===== src/rtl/product_acc_pkg.sv =====
// ---------------------------------------------------------------------------
// product_acc_pkg
// Shared definitions for the product accumulator:
//   - state_t      : accumulator FSM state (IDLE, ACCUM, DONE), 2-bit encoding
//   - *_DEF        : default widths and frame length limit
// No ports (package).
// ---------------------------------------------------------------------------
package product_acc_pkg;

   localparam int PROD_W_DEF    = 8;   // multiplier product width
   localparam int ACC_W_DEF     = 12;  // accumulator / result width
   localparam int MAX_TERMS_DEF = 32;  // beats per frame before forced end
   localparam int CNT_W_DEF     = 6;   // term counter width (2^CNT_W > MAX_TERMS)

   typedef enum logic [1:0] {
      IDLE  = 2'd0,
      ACCUM = 2'd1,
      DONE  = 2'd2
   } state_t;

endpackage : product_acc_pkg


===== src/rtl/product_accumulator_if.sv =====
// ---------------------------------------------------------------------------
// product_accumulator_if
// Bundles the product input handshake and the frame result handshake.
//
// Handshake rule (both channels): a transfer happens on a rising clk edge
// where valid && ready are both high. The source keeps its payload stable
// while valid is high and ready is low; ready may be asserted before valid
// without effect.
//
// Signals:
//   in_valid, product[PROD_W], in_last   producer -> accumulator
//   in_ready                             accumulator -> producer
//   out_valid, sum[ACC_W], count[CNT_W],
//   overflow, forced                     accumulator -> consumer
//   out_ready                            consumer -> accumulator
// Modports: slave (the accumulator), master (the surrounding environment).
// ---------------------------------------------------------------------------
interface product_accumulator_if #(
   parameter int PROD_W = 8,
   parameter int ACC_W  = 12,
   parameter int CNT_W  = 6
);
   logic              in_valid;
   logic              in_ready;
   logic [PROD_W-1:0] product;
   logic              in_last;
   logic              out_valid;
   logic              out_ready;
   logic [ACC_W-1:0]  sum;
   logic [CNT_W-1:0]  count;
   logic              overflow;
   logic              forced;

   modport slave (
      input  in_valid, product, in_last, out_ready,
      output in_ready, out_valid, sum, count, overflow, forced
   );

   modport master (
      output in_valid, product, in_last, out_ready,
      input  in_ready, out_valid, sum, count, overflow, forced
   );

endinterface : product_accumulator_if


===== src/rtl/product_accumulator_acc_add.sv =====
// ---------------------------------------------------------------------------
// acc_add
// Combinational accumulator adder: i_acc + zero-extended i_product computed
// ACC_W+1 bits wide so the carry out is visible.
// Optional macro PRODUCT_ACCUMULATOR_SATURATE_EN: when defined, a carry
// clamps the result to all ones; otherwise the result wraps modulo 2^ACC_W.
// Ports:
//   i_acc     [ACC_W]   current accumulator value
//   i_product [PROD_W]  unsigned product to add
//   o_acc     [ACC_W]   next accumulator value
//   o_carry   [1]       carry out of the ACC_W-bit add
// ---------------------------------------------------------------------------
module acc_add #(
   parameter int PROD_W = 8,
   parameter int ACC_W  = 12
) (
   input  logic [ACC_W-1:0]  i_acc,
   input  logic [PROD_W-1:0] i_product,
   output logic [ACC_W-1:0]  o_acc,
   output logic              o_carry
);

   logic [ACC_W:0] w_sum;
   logic           w_carry;

   // Cast zero-extends the unsigned product; safe even when ACC_W == PROD_W.
   assign w_sum   = {1'b0, i_acc} + (ACC_W+1)'(i_product);
   assign w_carry = w_sum[ACC_W];
   assign o_carry = w_carry;

`ifdef PRODUCT_ACCUMULATOR_SATURATE_EN
   // Once clamped, any later non-zero product carries again, so the value
   // stays pinned at all ones for the rest of the frame.
   assign o_acc = w_carry ? {ACC_W{1'b1}} : w_sum[ACC_W-1:0];
`else
   assign o_acc = w_sum[ACC_W-1:0];
`endif

endmodule : acc_add


===== src/rtl/product_accumulator.sv =====
// ---------------------------------------------------------------------------
// product_accumulator
// Sums a frame of unsigned multiplier products into an ACC_W accumulator and
// presents the frame result on an output handshake. A frame ends on in_last
// or after MAX_TERMS accepted beats (forced). in_last wins when both occur.
// Optional macro PRODUCT_ACCUMULATOR_SATURATE_EN selects saturating rather
// than wrapping accumulation (implemented in acc_add).
// Ports:
//   clk          rising-edge clock
//   reset        asynchronous, active-high reset
//   bus          product_accumulator_if.slave (both handshakes + results)
//   o_dbg_state  current FSM state, for observation only
// ---------------------------------------------------------------------------
module product_accumulator
   import product_acc_pkg::*;
#(
   parameter int PROD_W    = PROD_W_DEF,
   parameter int ACC_W     = ACC_W_DEF,
   parameter int MAX_TERMS = MAX_TERMS_DEF,
   parameter int CNT_W     = CNT_W_DEF
) (
   input  logic                 clk,
   input  logic                 reset,
   product_accumulator_if.slave bus,
   output state_t               o_dbg_state
);

   localparam logic [CNT_W-1:0] MAX_CNT = CNT_W'(MAX_TERMS);

   state_t           r_state, w_state_nxt;
   logic [ACC_W-1:0] r_acc, w_acc_nxt, w_acc_base, w_add_acc;
   logic             w_add_carry;
   logic [CNT_W-1:0] r_count, w_count_nxt, w_count_inc;
   logic             r_overflow, w_overflow_nxt;
   logic             r_forced, w_forced_nxt;
   logic             r_out_valid, w_out_valid_nxt;
   logic             r_in_ready, w_in_ready_nxt;
   logic             w_accept;

   assign w_accept = bus.in_valid & r_in_ready;

   // The first beat of a frame starts from zero regardless of stale values.
   assign w_acc_base  = (r_state == IDLE) ? '0 : r_acc;
   assign w_count_inc = ((r_state == IDLE) ? '0 : r_count) + CNT_W'(1);

   acc_add #(
      .PROD_W (PROD_W),
      .ACC_W  (ACC_W)
   ) u_acc_add (
      .i_acc     (w_acc_base),
      .i_product (bus.product),
      .o_acc     (w_add_acc),
      .o_carry   (w_add_carry)
   );

   always_ff @(posedge clk or posedge reset) begin
      if (reset) begin
         r_state     <= IDLE;
         r_acc       <= '0;
         r_count     <= '0;
         r_overflow  <= 1'b0;
         r_forced    <= 1'b0;
         r_out_valid <= 1'b0;
         r_in_ready  <= 1'b0;
      end else begin
         r_state     <= w_state_nxt;
         r_acc       <= w_acc_nxt;
         r_count     <= w_count_nxt;
         r_overflow  <= w_overflow_nxt;
         r_forced    <= w_forced_nxt;
         r_out_valid <= w_out_valid_nxt;
         r_in_ready  <= w_in_ready_nxt;
      end
   end

   always_comb begin
      w_state_nxt     = r_state;
      w_acc_nxt       = r_acc;
      w_count_nxt     = r_count;
      w_overflow_nxt  = r_overflow;
      w_forced_nxt    = r_forced;
      w_out_valid_nxt = r_out_valid;
      w_in_ready_nxt  = r_in_ready;

      unique case (r_state)
         IDLE, ACCUM: begin
            // in_ready is registered low right after reset; raise it here so
            // the block becomes ready on the first clock after release.
            w_in_ready_nxt = 1'b1;
            if (w_accept) begin
               w_acc_nxt      = w_add_acc;
               w_count_nxt    = w_count_inc;
               w_overflow_nxt = r_overflow | w_add_carry;
               if (bus.in_last) begin
                  w_state_nxt     = DONE;
                  w_forced_nxt    = 1'b0;
                  w_out_valid_nxt = 1'b1;
                  w_in_ready_nxt  = 1'b0;
               end else if (w_count_inc == MAX_CNT) begin
                  w_state_nxt     = DONE;
                  w_forced_nxt    = 1'b1;
                  w_out_valid_nxt = 1'b1;
                  w_in_ready_nxt  = 1'b0;
               end else begin
                  w_state_nxt = ACCUM;
               end
            end
         end
         DONE: begin
            if (bus.out_ready) begin
               w_state_nxt     = IDLE;
               w_acc_nxt       = '0;
               w_count_nxt     = '0;
               w_overflow_nxt  = 1'b0;
               w_forced_nxt    = 1'b0;
               w_out_valid_nxt = 1'b0;
               w_in_ready_nxt  = 1'b1;
            end
         end
         default: begin
            w_state_nxt     = IDLE;
            w_acc_nxt       = '0;
            w_count_nxt     = '0;
            w_overflow_nxt  = 1'b0;
            w_forced_nxt    = 1'b0;
            w_out_valid_nxt = 1'b0;
            w_in_ready_nxt  = 1'b0;
         end
      endcase
   end

   assign bus.in_ready  = r_in_ready;
   assign bus.out_valid = r_out_valid;
   assign bus.sum       = r_acc;
   assign bus.count     = r_count;
   assign bus.overflow  = r_overflow;
   assign bus.forced    = r_forced;
   assign o_dbg_state   = r_state;

endmodule : product_accumulator


===== src/flat_wrapper.sv =====
// flat-port wrapper written by rule: the top's interface ports become plain ports
module product_accumulator_flat import product_acc_pkg::*;
#(
   parameter int PROD_W    = PROD_W_DEF,
   parameter int ACC_W     = ACC_W_DEF,
   parameter int MAX_TERMS = MAX_TERMS_DEF,
   parameter int CNT_W     = CNT_W_DEF
)
  (clk, reset, o_dbg_state, bus_in_valid, bus_product, bus_in_last, bus_out_ready, bus_in_ready, bus_out_valid, bus_sum, bus_count, bus_overflow, bus_forced);
  product_accumulator_if #(.PROD_W(PROD_W), .ACC_W(ACC_W), .CNT_W(CNT_W)) bus_i ();
  input  logic clk;
  input  logic reset;
  output state_t o_dbg_state;
  input wire logic [$bits(bus_i.in_valid)-1:0] bus_in_valid;
  input wire logic [$bits(bus_i.product)-1:0] bus_product;
  input wire logic [$bits(bus_i.in_last)-1:0] bus_in_last;
  input wire logic [$bits(bus_i.out_ready)-1:0] bus_out_ready;
  output wire logic [$bits(bus_i.in_ready)-1:0] bus_in_ready;
  output wire logic [$bits(bus_i.out_valid)-1:0] bus_out_valid;
  output wire logic [$bits(bus_i.sum)-1:0] bus_sum;
  output wire logic [$bits(bus_i.count)-1:0] bus_count;
  output wire logic [$bits(bus_i.overflow)-1:0] bus_overflow;
  output wire logic [$bits(bus_i.forced)-1:0] bus_forced;
  assign bus_i.in_valid = bus_in_valid;
  assign bus_i.product = bus_product;
  assign bus_i.in_last = bus_in_last;
  assign bus_i.out_ready = bus_out_ready;
  assign bus_in_ready = bus_i.in_ready;
  assign bus_out_valid = bus_i.out_valid;
  assign bus_sum = bus_i.sum;
  assign bus_count = bus_i.count;
  assign bus_overflow = bus_i.overflow;
  assign bus_forced = bus_i.forced;
  product_accumulator #(.PROD_W(PROD_W), .ACC_W(ACC_W), .MAX_TERMS(MAX_TERMS), .CNT_W(CNT_W)) u_core (.clk(clk), .reset(reset), .bus(bus_i), .o_dbg_state(o_dbg_state));
endmodule

===== config.mk =====
export PLATFORM = sky130hd
export DESIGN_NAME = product_accumulator_flat
export DESIGN_NICKNAME = d
export VERILOG_FILES = /design/src/rtl/product_acc_pkg.sv /design/src/rtl/product_accumulator_if.sv /design/src/rtl/product_accumulator_acc_add.sv /design/src/rtl/product_accumulator.sv /design/src/flat_wrapper.sv
export SDC_FILE = /design/constraint.sdc
export NUM_CORES = 1
export LEC_CHECK = 0
export ABC_AREA = 0
export BUFFER_PORTS_ARGS = -buffer_cell sky130_fd_sc_hd__clkbuf_2
export CAP_MARGIN = 5
export CELL_PAD_IN_SITES_DETAIL_PLACEMENT = 1
export CELL_PAD_IN_SITES_GLOBAL_PLACEMENT = 1
export CORE_ASPECT_RATIO = 1.2
export CORE_UTILIZATION = 43
export CTS_CLUSTER_DIAMETER = 120
export DETAILED_ROUTE_END_ITERATION = 16
export PLACE_DENSITY_LB_ADDON = 0.08
export SLEW_MARGIN = 10
export SYNTH_ARGS = -nofsm -noshare
export SYNTH_HDL_FRONTEND = slang
export SYNTH_SLANG_ARGS = --single-unit

===== constraint.sdc =====
create_clock -name clk -period 7.86 [get_ports clk]
set_clock_uncertainty 0.2 [all_clocks]
set_input_delay 0.786 -clock clk [delete_from_list [all_inputs] [get_ports clk]]
set_output_delay 0.786 -clock clk [all_outputs]
set_load 0.02 [all_outputs]

# Word level (Yosys, flattened, before mapping)

Cells that the tools add are included.

Bits in latches: 0
Memories: 0
Register bits: 24
Bits in read-only memories: 0
Memory bits (writable): 0

$add $sub $neg: 2
Mux-type cells: 28
Eq/ne operators: 6
Bitwise operators: 2
Divide/modulo/power cells: 0
Multiply operators: 0
Shift-type cells: 0
Order comparisons: 0
Reduce and logical (&&, ||, !) cells: 4

Operator list:

| operator                                              | count |
|---|---|
| two-way mux 12 bit                                    | 3 |
| one-hot mux 12 bit (2 select lines)                   | 1 |
| two-way mux 6 bit                                     | 3 |
| adder 12 x 8 -> 13 bit                                | 1 |
| one-hot mux 6 bit (2 select lines)                    | 1 |
| two-way mux 1 bit                                     | 11 |
| two-way mux 2 bit                                     | 4 |
| one-hot mux 1 bit (2 select lines)                    | 4 |
| adder 6 x 1 -> 6 bit, second input constant           | 1 |
| equality test 6 bit, second input constant            | 1 |
| one-hot mux 2 bit (2 select lines)                    | 1 |
| inequality test 3 x 2 -> 1 bit, second input constant | 1 |
| AND reduction 3 bit                                   | 1 |
| equality test 2 x 1 -> 1 bit, second input constant   | 1 |
| equality test 2 bit, second input constant            | 1 |
| logical NOT 2 bit                                     | 1 |
| inequality test 2 x 1 -> 1 bit, second input constant | 1 |
| inequality test 2 bit, second input constant          | 1 |
| AND reduction 2 bit                                   | 1 |
| OR reduction 2 bit                                    | 1 |
| bitwise AND 1 bit                                     | 1 |
| bitwise OR 1 bit                                      | 1 |

# Depth between registers and ports, before layout

Gate-level depths: netlist of the first run.

Word-level depth: 8
Gate-level depth with buffers: 11

# Modules after synthesis

Synthesis of the first run repeated with hierarchy kept, for this count alone.

Cell total of the unflattened synthesis: 160
Area, all modules: 1604.0 um^2

By module, submodules not included:

| module              | times used | cells each | area each (um^2) |
|---|---|---|---|
| product_accumulator | 1          | 101        | 1136.1 |
| acc_add             | 1          | 59         | 467.9 |

# Worst setup path after synthesis of the first run

Ideal clock, no wire load.

Path kind: reg-to-reg
Start: reg u_core.r_state[0], in the netlist u_core.o_dbg_state[0]
End: reg u_core.r_acc[10], in the netlist u_core.bus.sum[10]
Setup time: 0.116 ns
Clock period less this slack: 3.000 ns
Stages on the path, launching flop included: 12
Data required time: 7.544 ns
Path slack: 4.860 ns
Arrival: 2.684 ns
Cell sequence: dfrtp_1 -> buf_2 -> nor2_1 -> clkbuf_1 -> nor2b_1 -> ha_1 -> fa_1 -> a211oi_1 -> or2_1 -> a211o_1 -> a21oi_1 -> o311ai_0

Longest elaborated chain between the ends: 5

RTL lines:

| element                             | line                                                 | RTL |
|---|---|---|
| start: declaration                  | product_accumulator.sv:30                            | `state_t r_state, w_state_nxt;` |
| start signal: assignment            | product_accumulator.sv:66                            | `r_state <= w_state_nxt;` |
| logical NOT 2 bit                   | product_accumulator.sv:43, product_accumulator.sv:85 |  |
| two-way mux 12 bit                  | product_accumulator.sv:43                            | `assign w_acc_base = (r_state == IDLE) ? '0 : r_acc;` |
| adder 12 x 8 -> 13 bit              | product_accumulator_acc_add.sv:27                    | `assign w_sum = {1'b0, i_acc} + (ACC_W+1)'(i_product);` |
| two-way mux 12 bit                  | product_accumulator.sv:90                            | `if (w_accept) begin` |
| one-hot mux 12 bit (2 select lines) | product_accumulator.sv:85                            | `unique case (r_state)` |
| end signal: assignment              | product_accumulator.sv:67                            | `r_acc <= w_acc_nxt;` |
| end: declaration                    | product_accumulator.sv:31                            | `logic [ACC_W-1:0] r_acc, w_acc_nxt, w_acc_base, w_add_acc;` |

Several ways; a longest one is shown, not always the timed one. The select of a mux whose other input is x is not followed.
A chain may end at the register's enable or synchronous reset.

# Worst setup path in the final report of the first run

Start: reg u_core.r_state[1], in the netlist u_core.o_dbg_state[1]
End: reg u_core.r_acc[9], in the netlist u_core.bus.sum[9]

The elaborated chain is that of the path after synthesis.

==> parameters.txt, run 1 <==
Parameter                              Value

Finish
  Ant diodes    0
  Layout cells sized above 1    0.216
  Non-filler instance count after layout    257
  Final standard cell utilization of the core    0.518
  Area growth from synthesis to layout    15.7%
  Total non-filler cell area in the finished layout    1870 sq um
  Nets@finish    242

Outcome
  Result of the run    finished, violations left
  Violated checks    design-rule violations

STA
  Post-route worst setup slack    4.19 ns
  Max-slew violations    0
  Tightest hold margin    0.299 ns
  Timing-limited maximum frequency    0.273 GHz
  Setup repair after global routing missed its margin    false
  Final number of setup-violating endpoints    0
  Final Hold Violating Endpoints    0
  Pin slew with the least headroom to its limit    0.990 ns
  Worst slew margin    0.339
  Setup TNS    0 ns
  Final period utilization    0.467
  Final period demand of the worst path    3.67 ns

Clock network
  Clock tree buffer depth    2
  Clock root buffer    clkbuf_8
  Number of H-tree levels    1
  Number of instances resized during post-cts repair    0
  CTS tree    done
  Later-pin clock latency in the skew report    0.27 ns
  Count of buffers added by post-CTS timing repair for setup    0
  Reg clk slew, reported paths    0.09 ns
  Quantity of hold-fixing buffers added after cts    0
  Number of sinks driven by the clock tree    24
  Cts bufs inserted    3

Drt
  Number of iterations in the first detailed-routing pass    10
  Ratio of routed vias to standard cells    6.07
  Antenna Nets Post-Route    0
  Total DRC errors in the routed layout    1
  Via total after detailed routing    1560
  Starting DRC count in detailed routing    47
  Average wire per cell in the routed design    18.2 microns
  Post-detailed-routing wire length    4.68 mm

Flow run
  Number of violations of the max-capacitance limit    0

Logic synthesis
  Area share of the leading cell type in the synthesized netlist    0.372
  Largest cells by area after synthesis    dfrtp_1 (37%), ha_1 (7.0%), nand2_1 (7.0%)
  Post-synth ARST share    1.00
  Most frequent cell after synthesis    nand2_1
  Cell count after synthesis    185
  Count of flip-flops with a built-in enable after synthesis    0
  Count of unique library cells instantiated by Yosys    49
  Sequential area share after synthesis    0.372
  Prevailing post-synth register cell    dfrtp_1
  Yosys warning total    0
  Top cell types by occurrence after synthesis    nand2_1 (30), dfrtp_1 (24), o21ai_0 (13)
  Number of nets produced by synthesis    208
  Post-synthesis cell area    1610 sq um
  Most area-hungry cell type in the Yosys netlist    dfrtp_1
  Mean cell area of the mapped netlist    8.72 sq um
  Total of flip-flops plus latches after synthesis    24

Global route
  Largest net degree at the start of global routing    25
  Initial antenna violation count    0
  Vias in the first global route    1696
  Total grt overflow    0
  Total track usage    0.258
  Global-route wire length before repair    8.02 mm

Power
  Overall power    0.525 mW
  IR drop worst, VDD    0.000136 V
  P per Cell Area    281 nW/um^2
  Leakage    0.862 nW

Critical path
  Critical Path Sink Type    flip-flop
  Worst path required time    7.82 ns
  Worst R2R Path Depth    8
  Reg2Reg Launch Point    u_core.o_dbg_state[1]
  CP Data Arrival Time    3.63 ns
  Critical path startpoint category    flip-flop
  Timing startpoint of the critical path    u_core.o_dbg_state[1]
  Worst-path fanout max    24
  Category of the most critical setup path    flip-flop to flip-flop

Floorplan
  Top-Level Pins    37
  Die outline height    69.1 microns
  Starting Density    0.448
  Std cell rows    24
  Die extent in x    57.9 microns
  Die Area    4000 sq um
  Floorplan core area    3600 sq um

Placed design
  HPWL after detailed placement    3.55 mm
  Placed cells    253
  Final RePlAce weighted congestion    0.862
  Worst setup slack after placement    4.17 ns
  Count of buffers inserted at the top-level ports    36
  Area after DPL    1810 sq um

Hold path
  Number of cells on the worst hold path    2
  Worst min-delay path category    flip-flop to flip-flop
  Hold wc startpoint    u_core.bus.sum[0]
-- flip-flops by register name, indices dropped and copies added (netlist names) --
register / cells
u_core.bus.sum: 12
u_core.bus.count: 6
u_core.o_dbg_state: 2
u_core.bus.forced: 1
u_core.bus.in_ready: 1
u_core.bus.out_valid: 1
u_core.bus.overflow: 1
-- metal layers --
layer	share of wire	up-vias	wire, microns	GRT usage
met5	0	-	0	0
li1	-	743	-	-
met4	0.0086	0	40	0.0714
met2	0.55	23	2590	0.483
met3	0.019	4	90	0.0263
met1	0.42	790	1960	0.300
-- kinds of logic after synthesis --
| kind of cell | Yosys count | synth area share |
|---|---|---|
| compound gates | 55 | 0.238 |
| xor+xnor | 5 | 0.0271 |
| fa+ha+maj | 10 | 0.0822 |
| buf+inv | 13 | 0.0326 |
| flops | 24 | 0.372 |
| simple gates | 78 | 0.248 |
-- worst paths after layout --
check | to | slack (ns)
max | u_core.bus.sum[9] | 4.19
min | u_core.bus.sum[0] | 0.30
max reg2reg | u_core.bus.sum[9] | 4.19
min reg2reg | u_core.bus.sum[0] | 0.30
max in group asynchronous | u_core.bus.count[2] | 6.34
min in group asynchronous | u_core.bus.sum[6] | 0.52
-- layout make-up --
type | instances | area [sq um]
clock buffer | 4 | 55.1
multi-input combinational | 148 | 961
sequential | 24 | 601
fill | 442 | 1740
inverter | 6 | 22.5
timing repair buffer | 36 | 180
tap | 39 | 48.8
-- worst max-delay path, cell delays in order, from the launching register on --
cell      delay [ns]
dfrtp_1         0.64
nor2_1          0.86
nor2b_1         0.19
ha_1            0.35
a21o_1          0.13
nand4_1         0.16
a311oi_1        0.54
o21ai_0         0.17
o311ai_0        0.31
-- report_power, final --
group	leakage [nW]	internal, mW	switching [mW]
clock	0.0288	0.0448	0.0427
combinational	0.518	0.0886	0.154
sequential	0.315	0.155	0.0400
total	0.862	0.288	0.237
-- layout by cell type, fill, tap and decap left out, types with 2 or more instances in the layout --
cell type  count
dfrtp_1       24
a21oi_1       10
nor2b_1       11
nand2_1       30
or4_1          2
nand2b_1       2
clkbuf_8       4
o41ai_1        3
o311ai_0       2
o31ai_1        3
clkbuf_2      36
o21ai_2        2
nand3b_1       4
o21ai_1        2
nor3_1         2
o21bai_1       2
nor3b_1        2
xor2_1         4
ha_1           9
nor2_1        10
o21ai_0       13
and2_1         3
nand3_1        3
o211ai_1       2
and3_1         2
a21o_1         2
inv_1          6
a211oi_1       2
(Power assumes the default switching activity.)
==> inputs of run 2 (changes only) <==
- ABC_AREA: 0 -> 1
- CORE_UTILIZATION: 43 -> 34
- clock period: 7.86 -> 3.3 ns (I/O delays scaled with it)
==> parameters.txt, run 2 <==
Parameter                              Value

Outcome
  Result of the run    completed

Logic synthesis
  Area share of the leading cell type in the synthesized netlist    0.388
  Post-synth ARST share    1.00
  Total of flip-flops plus latches after synthesis    24
  Sequential area share after synthesis    0.388
  Cell count after synthesis    220
  Count of flip-flops with a built-in enable after synthesis    0
  Count of unique library cells instantiated by Yosys    22
  Prevailing post-synth register cell    dfrtp_1
  Most area-hungry cell type in the Yosys netlist    dfrtp_1
  Number of nets produced by synthesis    243
  Top cell types by occurrence after synthesis    nand2_1 (55), inv_1 (35), nor2_1 (31)
  Most frequent cell after synthesis    nand2_1
  Post-synthesis cell area    1550 sq um
  Mean cell area of the mapped netlist    7.04 sq um
  Largest cells by area after synthesis    dfrtp_1 (39%), nand2_1 (13%), inv_1 (8.5%)
  Yosys warning total    0

Power
  Leakage    0.995 nW
  P per Cell Area    889 nW/um^2
  IR drop worst, VDD    0.000296 V

Placed design
  Count of buffers inserted at the top-level ports    36
  Placed cells    310
  Final RePlAce weighted congestion    0.750
  HPWL after detailed placement    3.12 mm

Finish
  Most used cells in the layout excluding fill and tap cells    nand2_1 (55), clkbuf_2 (36), inv_1 (35)
  Commonest non-fill, non-tap cell in the layout    nand2_1
  Layout cells sized above 1    0.186
  Count of filler cells inserted in the layout    578
  Nets@finish    282
  Ant diodes    0
  Non-filler instance count after layout    314
  Largest register FFs    12
  Area growth from synthesis to layout    20.0%

Drt
  Number of iterations in the first detailed-routing pass    4
  Starting DRC count in detailed routing    55
  Via total after detailed routing    1519
  Average wire per cell in the routed design    13.3 microns
  Post-detailed-routing wire length    4.16 mm
  Ratio of routed vias to standard cells    4.84
  Antenna Nets Post-Route    0
  Total DRC errors in the routed layout    0

Critical path
  Endpoint of the lowest-slack register-to-register path    u_core.bus.sum[11]
  Critical path startpoint category    flip-flop
  Buffers & Inverters on Critical Path    1
  Timing startpoint of the critical path    u_core.o_dbg_state[1]
  Stage delay of the slowest cell on the critical path    0.45 ns
  Cells traversed along the worst timing path    nor2_2 -> buf_4 -> nor2_1 -> ha_1 -> nand2_1 -> nor2_1 -> nand2_1 -> nand2_1 -> nand2_1 -> o21ai_0 -> nand3_1 -> nand3_1 -> nand2_1
  Reg-to-reg slack, setup    0.74 ns
  Worst R2R Path Depth    13
  Max stage delay cell, worst path    dfrtp_1
  Worst path required time    3.27 ns
  Critical Path Sink Type    flip-flop
  Reg2Reg Launch Point    u_core.o_dbg_state[1]
  Worst-path fanout max    12
  Most used cell, CP    nand2_1
  Cell family with the largest share of critical-path delay    simple AND/OR/NAND/NOR gates
  CP Data Arrival Time    2.53 ns
  Category of the most critical setup path    flip-flop to flip-flop

Global route
  Largest net degree at the start of global routing    25
  Initial antenna violation count    0
  Total track usage    0.188
  Met1 usage    0.256
  Total grt overflow    0
  Grt met3 use    0.0181
  Met2 demand-to-capacity share in global routing    0.315
  Vias in the first global route    1560
  Global-route wire length before repair    7.26 mm
  Layer with the highest usage    met2

Floorplan
  Top-Level Pins    37
  Floorplan core area    4330 sq um
  Die outline height    75.9 microns
  Die extent in x    63.6 microns
  Starting Density    0.358
  Std cell rows    26
  Die Area    4830 sq um

Clock network
  Number of H-tree levels    1
  Later-pin clock latency in the skew report    0.28 ns
  CTS tree    done
  Cts bufs inserted    3
  Clock root buffer    clkbuf_8
  Number of sinks driven by the clock tree    24
  Number of instances resized during post-cts repair    0
  Clock tree buffer depth    2
  Reg clk slew, reported paths    0.10 ns
  Count of buffers added by post-CTS timing repair for setup    0
  Quantity of hold-fixing buffers added after cts    0

STA
  Worst slew margin    0.336
  Final number of setup-violating endpoints    0
  Setup repair after global routing missed its margin    false
  Tightest hold margin    0.0538 ns
  Final Hold Violating Endpoints    0
  Timing-limited maximum frequency    0.390 GHz
  Max-slew violations    0
  Final period utilization    0.776
  Pin slew with the least headroom to its limit    0.995 ns
  Final period demand of the worst path    2.56 ns
  Setup TNS    0 ns

Hold path
  Worst min-delay path category    input port to async pin

Flow run
  Number of violations of the max-capacitance limit    0
## run 2: changes by cell type in the layout (fill, tap and decap cells not counted), moves of 3 or more
cell      delta
nand3b_1     -4
nand2_1     +25
nor2b_1     -11
o31ai_1      -3
inv_1       +29
and2_1       -3
nor2_1      +21
nand4_1      +3
o41ai_1      -3
inv_2        +3
o22ai_1      +6
nand3_1     +10
## run 2: worst max path at each step
stage,depth (start not counted),end
after floorplan,12,u_core.bus.sum[10]
after global placement,13,u_core.bus.sum[11]
after detailed placement,13,u_core.bus.sum[11]
after CTS,13,u_core.bus.sum[11]
after global routing,13,u_core.bus.sum[11]
final,13,u_core.bus.sum[11]
## run 2: area by class of cell
class | count | area [sq um] | area share
multi-input combinational | 155 | 786 | 0.423
clock inverter | 1 | 30.0 | 0.0162
tap | 56 | 70.1 | 0.0377
clock buffer | 3 | 41.3 | 0.0222
timing repair buffer | 37 | 188 | 0.101
sequential | 24 | 601 | 0.323
inverter | 38 | 143 | 0.0768
## run 2: logic make-up (layout without fill, tap and decap cells)
logic type / Yosys count / after routing / share of synthesized area
xor+xnor: 3 / 3 / 0.0170
flops: 24 / 24 / 0.388
fa+ha+maj: 10 / 10 / 0.0856
simple gates: 107 / 107 / 0.283
compound gates: 35 / 35 / 0.122
buf+inv: 41 / 79 / 0.105
## run 2: through the flow
step / power [mW] / worst slack, ns / utilization / area (sq um)
2_1_floorplan: 1.11 / 0.720 / - / 1550
3_3_place_gp: 1.40 / 0.796 / 0.413 / 1790
3_5_place_dp: 1.40 / 0.759 / 0.413 / 1790
4_1_cts: 1.68 / 0.738 / 0.429 / 1860
5_1_grt: 1.81 / 0.480 / 0.429 / 1860
6_report: 1.65 / 0.738 / 0.429 / 1860
## run 2: metal layers
metal,wire (microns),share of wire
met1,1990,0.48
met2,2010,0.48
met5,0,0
met4,45,0.011
met3,116,0.028
## run 2: where the power goes
group	switching [mW]	internal (mW)
Combinational	0.644	0.283
Sequential	0.0646	0.391
Clock	0.107	0.163
Total	0.816	0.836
==> inputs of run 3 (changes only) <==
- CORE_UTILIZATION: 34 -> 37
- clock period: 3.3 -> 2.65 ns (I/O delays scaled with it)
==> parameters.txt, run 3 (synthesis gave the netlist of run 2 again) <==
Parameter                              Value

Clock network
  Reg clk slew, reported paths    0.08 ns
  Cts bufs inserted    3
  CTS tree    done
  Number of sinks driven by the clock tree    24
  Later-pin clock latency in the skew report    0.27 ns
  Clock root buffer    clkbuf_8
  Clock tree buffer depth    2
  Number of H-tree levels    1

Critical path
  Critical path startpoint category    flip-flop
  CP Data Arrival Time    2.40 ns
  Timing startpoint of the critical path    u_core.o_dbg_state[1]
  Category of the most critical setup path    flip-flop to flip-flop
  Worst path required time    2.60 ns
  Reg-to-reg slack, setup    0.19 ns
  Reg2Reg Launch Point    u_core.o_dbg_state[1]
  Worst-path fanout max    7
  Critical Path Sink Type    flip-flop

STA
  Post-route worst setup slack    0.191 ns
  Final period utilization    0.928
  Final number of setup-violating endpoints    0
  Pin slew with the least headroom to its limit    0.335 ns
  Final period demand of the worst path    2.46 ns
  Timing-limited maximum frequency    0.407 GHz
  Worst slew margin    0.777
  Setup TNS    0 ns
  Setup repair after global routing missed its margin    false
  Max-slew violations    0
  Final Hold Violating Endpoints    0

Drt
  Amount of wire on met3 after detailed routing    118 microns
  Topmost layer with routed signal wires    met4
  Starting DRC count in detailed routing    25
  Post-detailed-routing wire length    4.14 mm
  Via total after detailed routing    1576
  Detailed-routed wire length on met2    2.07 mm
  Total DRC errors in the routed layout    0
  Average wire per cell in the routed design    13.1 microns
  Number of iterations in the first detailed-routing pass    4
  Ratio of routed vias to standard cells    4.97
  Met1 routed wirelength after detailed routing    1.90 mm
  Antenna Nets Post-Route    0

Outcome
  Result of the run    completed

Global route
  Total grt overflow    0
  Global-route wire length before repair    7.20 mm
  Vias in the first global route    1651
  Largest net degree at the start of global routing    25
  Total track usage    0.217
  Initial antenna violation count    0

Floorplan
  Top-Level Pins    37
  Die outline height    72.9 microns
  Die Area    4450 sq um
  Die extent in x    61.1 microns
  Std cell rows    25
  Starting Density    0.390
  Floorplan core area    3970 sq um

Power
  Overall power    2.02 mW
  IR drop worst, VDD    0.000392 V
  Leakage    1.01 nW
  P per Cell Area    1070 nW/um^2

Finish
  Area growth from synthesis to layout    21.6%
  Most used cells in the layout excluding fill and tap cells    nand2_1 (55), clkbuf_2 (36), inv_1 (35)
  Largest register FFs    12
  Ant diodes    0
  Layout cells sized above 1    0.205
  Nets@finish    288
  Final standard cell utilization of the core    0.474
  Commonest non-fill, non-tap cell in the layout    nand2_1

Placed design
  Worst setup slack after placement    0.0889 ns
  HPWL after detailed placement    3.18 mm
  Count of buffers inserted at the top-level ports    36
  Final RePlAce weighted congestion    0.749

Hold path
  Hold wc startpoint    bus_out_ready
  Worst min-delay path category    input port to flip-flop

Flow run
  Number of violations of the max-capacitance limit    0
run 3: worst paths after layout:
| check | to | cells past startpoint |
|---|---|---|
| setup reg to reg | u_core.bus.sum[6] | 12 |
| hold reg to reg | u_core.bus.out_valid | 2 |
| hold / removal | u_core.bus.in_ready | 3 |
| max in group asynchronous | u_core.bus.sum[5] | 4 |
| min in group asynchronous | u_core.bus.sum[3] | 4 |
| setup / recovery | u_core.bus.sum[6] | 12 |
run 3: through the flow:
step,instance area [sq um],instances,hold WS [ns]
detailed placement,1810,312,0.120
global placement,1810,312,0.119
CTS,1870,316,0.0740
finish,1880,317,0.0812
floorplan,1550,220,0.0796
global route,1880,317,0.0744
run 3: what timing repair did:
item | 4_1_cts | 5_1_grt
hold buffers | 1 | 0
endpoints found under the hold margin | 24 | 0
setup endpoints to repair | 0 | 5
buffers inserted | 0 | 1
resized for setup | 0 | 3
run 3: critical path, stage by stage, from the launching register on:
cell and delay (ns):
dfrtp_1 0.44, nor2_4 0.23, nor2_1 0.07, ha_1 0.21, fa_1 0.42, nand3_1 0.09
nand2_1 0.09, nand2_1 0.10, nand2_1 0.05, nand2_1 0.06, nand2_1 0.07, o21ai_0 0.19
o21ai_0 0.11
run 3: cell type report:
cell class              count  area, sq um
flip-flops and latches     24          601
multi-input cells         155          797
fillers                   533         2090
clock buffers               3         41.3
inverters                  38          143
well taps                  54         67.6
repair buffers             43          235
run 3: power breakdown:
part / internal (mW) / switching (mW) / leakage [nW]
combinational: 0.410 / 0.818 / 0.676
clock: 0.102 / 0.118 / 0.0216
sequential: 0.487 / 0.0811 / 0.311
run 3: per-layer routing:
| layer | track usage | vias to the layer above |
|---|---|---|
| met5 | 0 | - |
| met4 | 0.0808 | 0 |
| met3 | 0.0248 | 4 |
| met2 | 0.364 | 30 |
| met1 | 0.280 | 754 |
| li1 | - | 788 |
